[config.mk]
export PLATFORM = sky130hd
export DESIGN_NAME = interrupt_controller
export DESIGN_NICKNAME = d
export VERILOG_FILES = /design/src/rtl/mcu_io_pkg.sv /design/src/rtl/irq_edge_sync.sv /design/src/rtl/interrupt_controller.sv
export SDC_FILE = /design/constraint.sdc
export NUM_CORES = 1
export LEC_CHECK = 0
export CAP_MARGIN = 5
export CORE_UTILIZATION = 61
export CTS_BUF_LIST = sky130_fd_sc_hd__clkbuf_16
export CTS_CLUSTER_DIAMETER = 150
export CTS_CLUSTER_SIZE = 25
export DETAILED_ROUTE_END_ITERATION = 7
export DONT_BUFFER_PORTS = 1
export GPL_TIMING_DRIVEN = 0
export HOLD_SLACK_MARGIN = 0.1
export PLACE_DENSITY = 0.77
export SLEW_MARGIN = 20
export SYNTH_ARGS = -nofsm -noshare
export SYNTH_HDL_FRONTEND = slang
export SYNTH_HIERARCHICAL = 1
export SYNTH_SLANG_ARGS = --single-unit
[constraint.sdc]
create_clock -name CLK -period 1.5 [get_ports CLK]
set_input_delay 0.225 -clock CLK [delete_from_list [all_inputs] [get_ports CLK]]
set_output_delay 0.225 -clock CLK [all_outputs]
set_load 0.02 [all_outputs]
[src/rtl/mcu_io_pkg.sv]
// Shared definitions for the MCU I/O interrupt controller: FSM states and I/O port map.
package mcu_io_pkg;

    typedef enum logic [1:0] {
        IDLE = 2'd0,
        REQ  = 2'd1,
        HOLD = 2'd2
    } state_t;

    localparam int         MAX_SRC   = 8;
    localparam logic [7:0] MASK_PORT = 8'h20;
    localparam logic [7:0] PEND_PORT = 8'h21;
    localparam logic [7:0] ID_PORT   = 8'h22;

endpackage

[src/rtl/irq_edge_sync.sv]
// One interrupt line: two-flop synchroniser followed by a rising-edge detector.
module irq_edge_sync (
    input  logic CLK,
    input  logic RESET_N,
    input  logic IRQ,
    output logic RISE
);

    logic sync1_reg;
    logic sync2_reg;
    logic prev_reg;

    always_ff @(posedge CLK or negedge RESET_N) begin
        if (!RESET_N) begin
            sync1_reg <= 1'b0;
            sync2_reg <= 1'b0;
            prev_reg  <= 1'b0;
        end else begin
            sync1_reg <= IRQ;
            sync2_reg <= sync1_reg;
            prev_reg  <= sync2_reg;
        end
    end

    assign RISE = sync2_reg & ~prev_reg;

endmodule

[src/rtl/interrupt_controller.sv]
// Interrupt source side of the MCU handshake: pending/mask registers, fixed-priority
// winner selection, REQ/HOLD handshake FSM and the IN-port read mux.
module interrupt_controller
    import mcu_io_pkg::*;
#(
    parameter int NUM_SRC = 8
) (
    input  logic               CLK,
    input  logic               RESET_N,
    input  logic [NUM_SRC-1:0] IRQ_IN,
    input  logic               INT_ACK,
    input  logic [7:0]         PORT_ID,
    input  logic [7:0]         OUT_PORT,
    input  logic               IO_STRB,
    output logic [7:0]         IN_DATA,
    output logic               INT
);

    localparam logic [MAX_SRC-1:0] SRC_EN = 8'((9'd1 << NUM_SRC) - 9'd1);

    function automatic logic [2:0] lowest_set(input logic [MAX_SRC-1:0] v);
        logic [2:0] res;
        res = 3'd0;
        for (int i = MAX_SRC - 1; i >= 0; i--) begin
            if (v[i]) res = 3'(i);
        end
        return res;
    endfunction

    logic [MAX_SRC-1:0] rise;
    logic [MAX_SRC-1:0] mask_reg;
    logic [MAX_SRC-1:0] pending_reg;
    logic [MAX_SRC-1:0] pending_next;
    logic [MAX_SRC-1:0] clr_bits;
    logic [MAX_SRC-1:0] active;
    logic [2:0]         winner;
    logic [2:0]         winner_reg;
    logic [2:0]         id_reg;
    logic               valid_reg;
    logic               int_reg;
    logic               req;
    logic               ack_take;
    logic               wr_mask;
    logic               wr_pend;
    logic               wr_id;
    state_t             state_reg;
    state_t             state_next;

    generate
        for (genvar gi = 0; gi < MAX_SRC; gi++) begin : g_src
            if (gi < NUM_SRC) begin : g_used
                irq_edge_sync u_sync (
                    .CLK     (CLK),
                    .RESET_N (RESET_N),
                    .IRQ     (IRQ_IN[gi]),
                    .RISE    (rise[gi])
                );
            end else begin : g_unused
                assign rise[gi] = 1'b0;
            end
        end
    endgenerate

    assign wr_mask = IO_STRB && (PORT_ID == MASK_PORT);
    assign wr_pend = IO_STRB && (PORT_ID == PEND_PORT);
    assign wr_id   = IO_STRB && (PORT_ID == ID_PORT);

    assign active = pending_reg & mask_reg;
    assign req    = |active;
    assign winner = lowest_set(active);

    always_comb begin
        state_next = state_reg;
        ack_take   = 1'b0;
        case (state_reg)
            IDLE: if (req) state_next = REQ;
            REQ: begin
                // An ack is honoured even if the request vanished this same cycle.
                if (INT_ACK) begin
                    ack_take   = 1'b1;
                    state_next = HOLD;
                end else if (!req) begin
                    state_next = IDLE;
                end
            end
            HOLD:    state_next = req ? REQ : IDLE;
            default: state_next = IDLE;
        endcase
    end

    always_comb begin
        clr_bits = wr_pend ? OUT_PORT : 8'h00;
        if (ack_take) clr_bits = clr_bits | (8'd1 << winner_reg);
        // A fresh rise outranks any clear on the same bit.
        pending_next = ((pending_reg & ~clr_bits) | rise) & SRC_EN;
    end

    always_ff @(posedge CLK or negedge RESET_N) begin
        if (!RESET_N) begin
            state_reg   <= IDLE;
            int_reg     <= 1'b0;
            mask_reg    <= '0;
            pending_reg <= '0;
            winner_reg  <= 3'd0;
            id_reg      <= 3'd0;
            valid_reg   <= 1'b0;
        end else begin
            state_reg   <= state_next;
            int_reg     <= (state_next == REQ);
            pending_reg <= pending_next;
            if (wr_mask) mask_reg <= OUT_PORT & SRC_EN;
            if (req) winner_reg <= winner;
            if (ack_take) begin
                id_reg    <= winner_reg;
                valid_reg <= 1'b1;
            end else if (wr_id) begin
                valid_reg <= 1'b0;
            end
        end
    end

    assign INT = int_reg;

    always_comb begin
        IN_DATA = 8'h00;
        case (PORT_ID)
            MASK_PORT: IN_DATA = mask_reg;
            PEND_PORT: IN_DATA = pending_reg;
            ID_PORT:   IN_DATA = {valid_reg, 4'b0000, id_reg};
            default:   IN_DATA = 8'h00;
        endcase
    end

endmodule

======== Yosys cells after proc, flatten, opt, wreduce, memory -nomap -nowiden ========
Cells that the tools add are included.
word-level totals
  flip-flop bits (word level) ............. 50
  input port bits ......................... 28
  logic and storage cells ................. 85
operators by class
  eq/ne operators ......................... 6
  shifts and indexed selects .............. 1
  mux-type cells .......................... 20
  bitwise operators ....................... 21
  reductions and logical operators ........ 6
operators with widths
  cell                                                                   number
  8-bit by 6-bit equality test with 1-bit output, second input constant  3
  3-bit 2-to-1 mux                                                       8
  8-bit case mux with 3 select lines                                     1
  8-bit AND                                                              2
  8-bit 2-to-1 mux                                                       2
  8-bit bitwise OR                                                       2
  1-bit AND                                                              8
  1-bit inverter                                                         8
  8-bit inverter                                                         1
  8-bit OR reduction                                                     1
  1-bit by 3-bit << shifter with 8-bit output, first input constant      1
  2-bit 2-to-1 mux                                                       3
  2-bit case mux with 3 select lines                                     1
  1-bit 2-to-1 mux                                                       5
  2-bit by 1-bit equality test with 1-bit output, second input constant  2
  1-bit logical AND                                                      3
  2-bit equality test, second input constant                             1
  2-bit logical NOT                                                      1
  2-bit nonzero test                                                     1

======== Longest topological paths before layout ========
  depth in word-level cells ............... 9
  mapped depth ............................ 6
  gate-level depth less buffers ........... 4

======== Modules after synthesis ========
The synthesis kept the hierarchy.
modules (own cells, without submodules)
  module                instances  cells an instance  area an instance (µm²)
  interrupt_controller  1          131                1,386.3
  irq_edge_sync         8          4                  88.8

======== Worst setup path before layout ========
OpenSTA, ideal clock, no wires.
  path type ............................... input -> register
  start ................................... input PORT_ID[5]
  end ..................................... register mask_reg[0]
  arrival time ............................ 1,268 ps
  required time ........................... 1,375 ps
  slack ................................... 107 ps
  cell stages on the path ................. 6
  buffers on the path ..................... 2
  cell sequence ........................... nor2b_4 > and4b_1 > buf_6 > and3b_1 > buf_6 > mux2_4
between the ends
  longest elaborated chain between the ends .. 2
ends and longest elaborated chain
  element                                         line                         text
  start, declared                                 interrupt_controller.sv:12   input logic [7:0] PORT_ID,
  8-bit by 6-bit equality test with 1-bit output  interrupt_controller.sv:64   assign wr_mask = IO_STRB && (PORT_ID == MASK_PORT);
  1-bit logical AND                               interrupt_controller.sv:64
  end signal, assigned                            interrupt_controller.sv:111  if (wr_mask) mask_reg <= OUT_PORT & SRC_EN;
  end, declared                                   interrupt_controller.sv:31   logic [MAX_SRC-1:0] mask_reg;
No other way between the ends.
A chain may end at the register's enable or synchronous reset.

======== Worst setup path after layout ========
  start ................................... register mask_reg[1]
  end ..................................... output IN_DATA[1]
between the ends
  longest elaborated chain between the ends .. 1
ends and longest elaborated chain
  element                             line                         text
  8-bit case mux with 3 select lines  interrupt_controller.sv:126  case (PORT_ID)
  end, declared                       interrupt_controller.sv:15   output logic [7:0] IN_DATA,
No other way between the ends.

==> results.cfg <==
[setup_path]
path_buf_inv = 0
crit_path_end_kind = output pin
cp-start-kind = flop
critical_path_class = flop to output pin
cp.arrival_ns = 1.32
critical-path-max-stage-delay_ns = 0.41
cpMaxStageDelayCell = dfrtp_1
path_common_cell = nor2_1
path_delay_family = simple AND/OR/NAND/NOR gates
crit_fanout = 4
required_ns = 1.27
crit_chain = mux2i_1 -> nor2_1 -> a21oi_1 -> nor2_1

[cts]
h-tree-depth = 2
cts_buffer_depth = 2
cts_tree = done
clock_latency_ns = 0.29
cts.sinks = 50
cts_buffers = 5
cts_root_buf = clkbuf_16
path_clk_slew_ns = 0.06

[timing]
setup_viol = 4
slew-limit-headroom_pct = 57.3
hold_violations = 0
layout_min_cycle_time_ns = 1.54
setup_ws_ns = -0.0417
timing.final.crit_share_pct = 103
fmax_ghz = 0.649
tightest_slew_ns = 0.636
rsz0062_at_grt = yes
fin_skew_ns = 0.00410
report.final.slew_viol_count = 0

[worst_hold_path]
hold_path.class = input pin to flop

[logic_synthesis]
synthCells = 163
ys_types = 32
ys_seq_area_share_pct = 59.7
postSynthAreaPerCell_um2 = 12.9
syn-num-nets = 191
syn_area_um2 = 2100
yosys_warnings = 6
synth_seq_cells = 50

[pwr]
power_mw = 3.55
vdd_drop_max_mv = 1.07
leakage_nw = 1.11
power_density_nw_per_um2 = 1380

[routing]
drt-wirelength-per-cell_um = 18.4
dr_total_vias = 1397
drtIter0Drc = 84
ant_nets = 0
via_per_inst = 5.94
drc = 0
finalWirelength_mm = 4.33
firstDrtPassIters = 4

[placement]
pre_cts_slack_ns = -0.0237
place_inst = 207
port_buffers = 0
post-dp-hpwl_mm = 2.56
postPlaceCellArea_um2 = 2150
place_congestion = 0.893

[flow_run]
max-cap-violations = 0

[final_layout]
layout_common_cells = dfrtp_1, dlygate4sd3_1, nand2_1, nor2_1, nor2b_4
area_growth_pct = 22.9
drive_above_1_share_pct = 26.2
final_common_cell = dfrtp_1
nets = 218
fin_area_um2 = 2580
num_antenna_cells = 0
final_cells = 235

[global_route]
grt_overflow_total = 0
antenna_found_initial = 0
track_usage_pct = 26.6
grt_pass1_wl_mm = 6.74
grt_max_degree = 51
grt_pass1_vias = 1428

[floorplan]
die_w_um = 60.6
die_y_um = 60.6
ioPinCount = 37
initial_core_util_pct = 66.5
rows = 20
die-area_um2 = 3680
placeableCoreArea_um2 = 3150

[run_status]
outcome = complete, but fails checks
violations = setup timing
## metrics by stage
step,util [%],TNS (ns),hold WS [ns]
6_report,81.7,-0.107,0.115
5_1_grt,81.7,-0.571,0.142
4_1_cts,80.4,-0.0293,0.116
3_5_place_dp,68.3,-0.115,-0.0695
3_3_place_gp,68.3,0,-0.0695
2_1_floorplan,-,0,-0.0706
## final timing paths
kind                                             startpoint                                to  slack, ns  depth (start not counted)
max in group asynchronous                           RESET_N                       mask_reg[0]       0.84                          2
hold / removal                                      INT_ACK                               INT       0.12                          2
setup / recovery                                mask_reg[1]                        IN_DATA[1]      -0.04                          4
min in group asynchronous                           RESET_N  g_src[6].g_used.u_sync/sync2_reg       0.45                          2
hold reg to reg            g_src[6].g_used.u_sync/sync1_reg  g_src[6].g_used.u_sync/sync2_reg       0.35                          0
setup reg to reg                              winner_reg[1]                    pending_reg[0]       0.05                          4
## power by group
part / switching, mW / leakage, nW / internal [mW]
clock network: 0.462 / 0.0836 / 0.780
registers: 0.225 / 0.583 / 1.54
logic: 0.247 / 0.439 / 0.305
total: 0.934 / 1.11 / 2.62
## cell families after synthesis
logic type | count (synthesis) | share of synthesized area (%)
flops | 50 | 59.7
compound gates | 30 | 9.19
buf+inv | 6 | 1.85
simple gates | 59 | 18.7
mux | 18 | 10.6
## layer usage
| layer | track usage, % | vias up | routed length, um |
|---|---|---|---|
| met2 | 47.3 | 59 | 2260 |
| li1 | - | 622 | - |
| met3 | 5.97 | 7 | 279 |
| met5 | 0 | - | 0 |
| met1 | 32.2 | 709 | 1730 |
| met4 | 9.09 | 0 | 60 |
## synth_stat cells
master      n  area (um^2)
nor2_1     12         45.0
and3b_1     2         17.5
o21ai_0     8         40.0
mux2i_1     8         80.1
nand3b_1    3         22.5
o31ai_1     1         7.51
nand4b_1    1         8.76
mux2_4      8          120
a21oi_1     4         20.0
and4b_1     1         10.0
buf_6       2         22.5
mux2_2      2         22.5
nor2b_1     2         12.5
or2_2       7         43.8
nor2b_4     9          124
buf_2       1         5.00
o21a_1      2         15.0
nand3_1     2         10.0
a31oi_1     8         50.1
inv_1       1         3.75
or3_1       1         6.26
clkbuf_1    2         7.51
nand2_1    11         41.3
nor3_1      4         20.0
o211ai_1    1         7.51
a32oi_1     2         17.5
and2_1      1         6.26
a31o_2      1         8.76
nand4bb_1   1         11.3
a22o_1      3         26.3
dfrtp_1    50         1250
nand2b_1    2         12.5
## area by class of cell
class	instances	area (um^2)
buffer	5	35.0
clock buffer	5	125
clock inverter	3	40.0
fill	172	577
inverter	1	3.75
multi-input combinational	107	853
sequential	50	1250
tap	44	55.1
timing repair buffer	20	213
## repair_timing
item / in CTS / in global routing
cloned: 0 / 0
hold buffers: 18 / 0
resized for setup: 5 / 10
endpoints found under the hold margin: 66 / 0
pin swaps: 0 / 2
setup buffers: 0 / 2
endpoints found under the setup margin: 6 / 13
No activity file was read; power rests on OpenSTA's default activity.
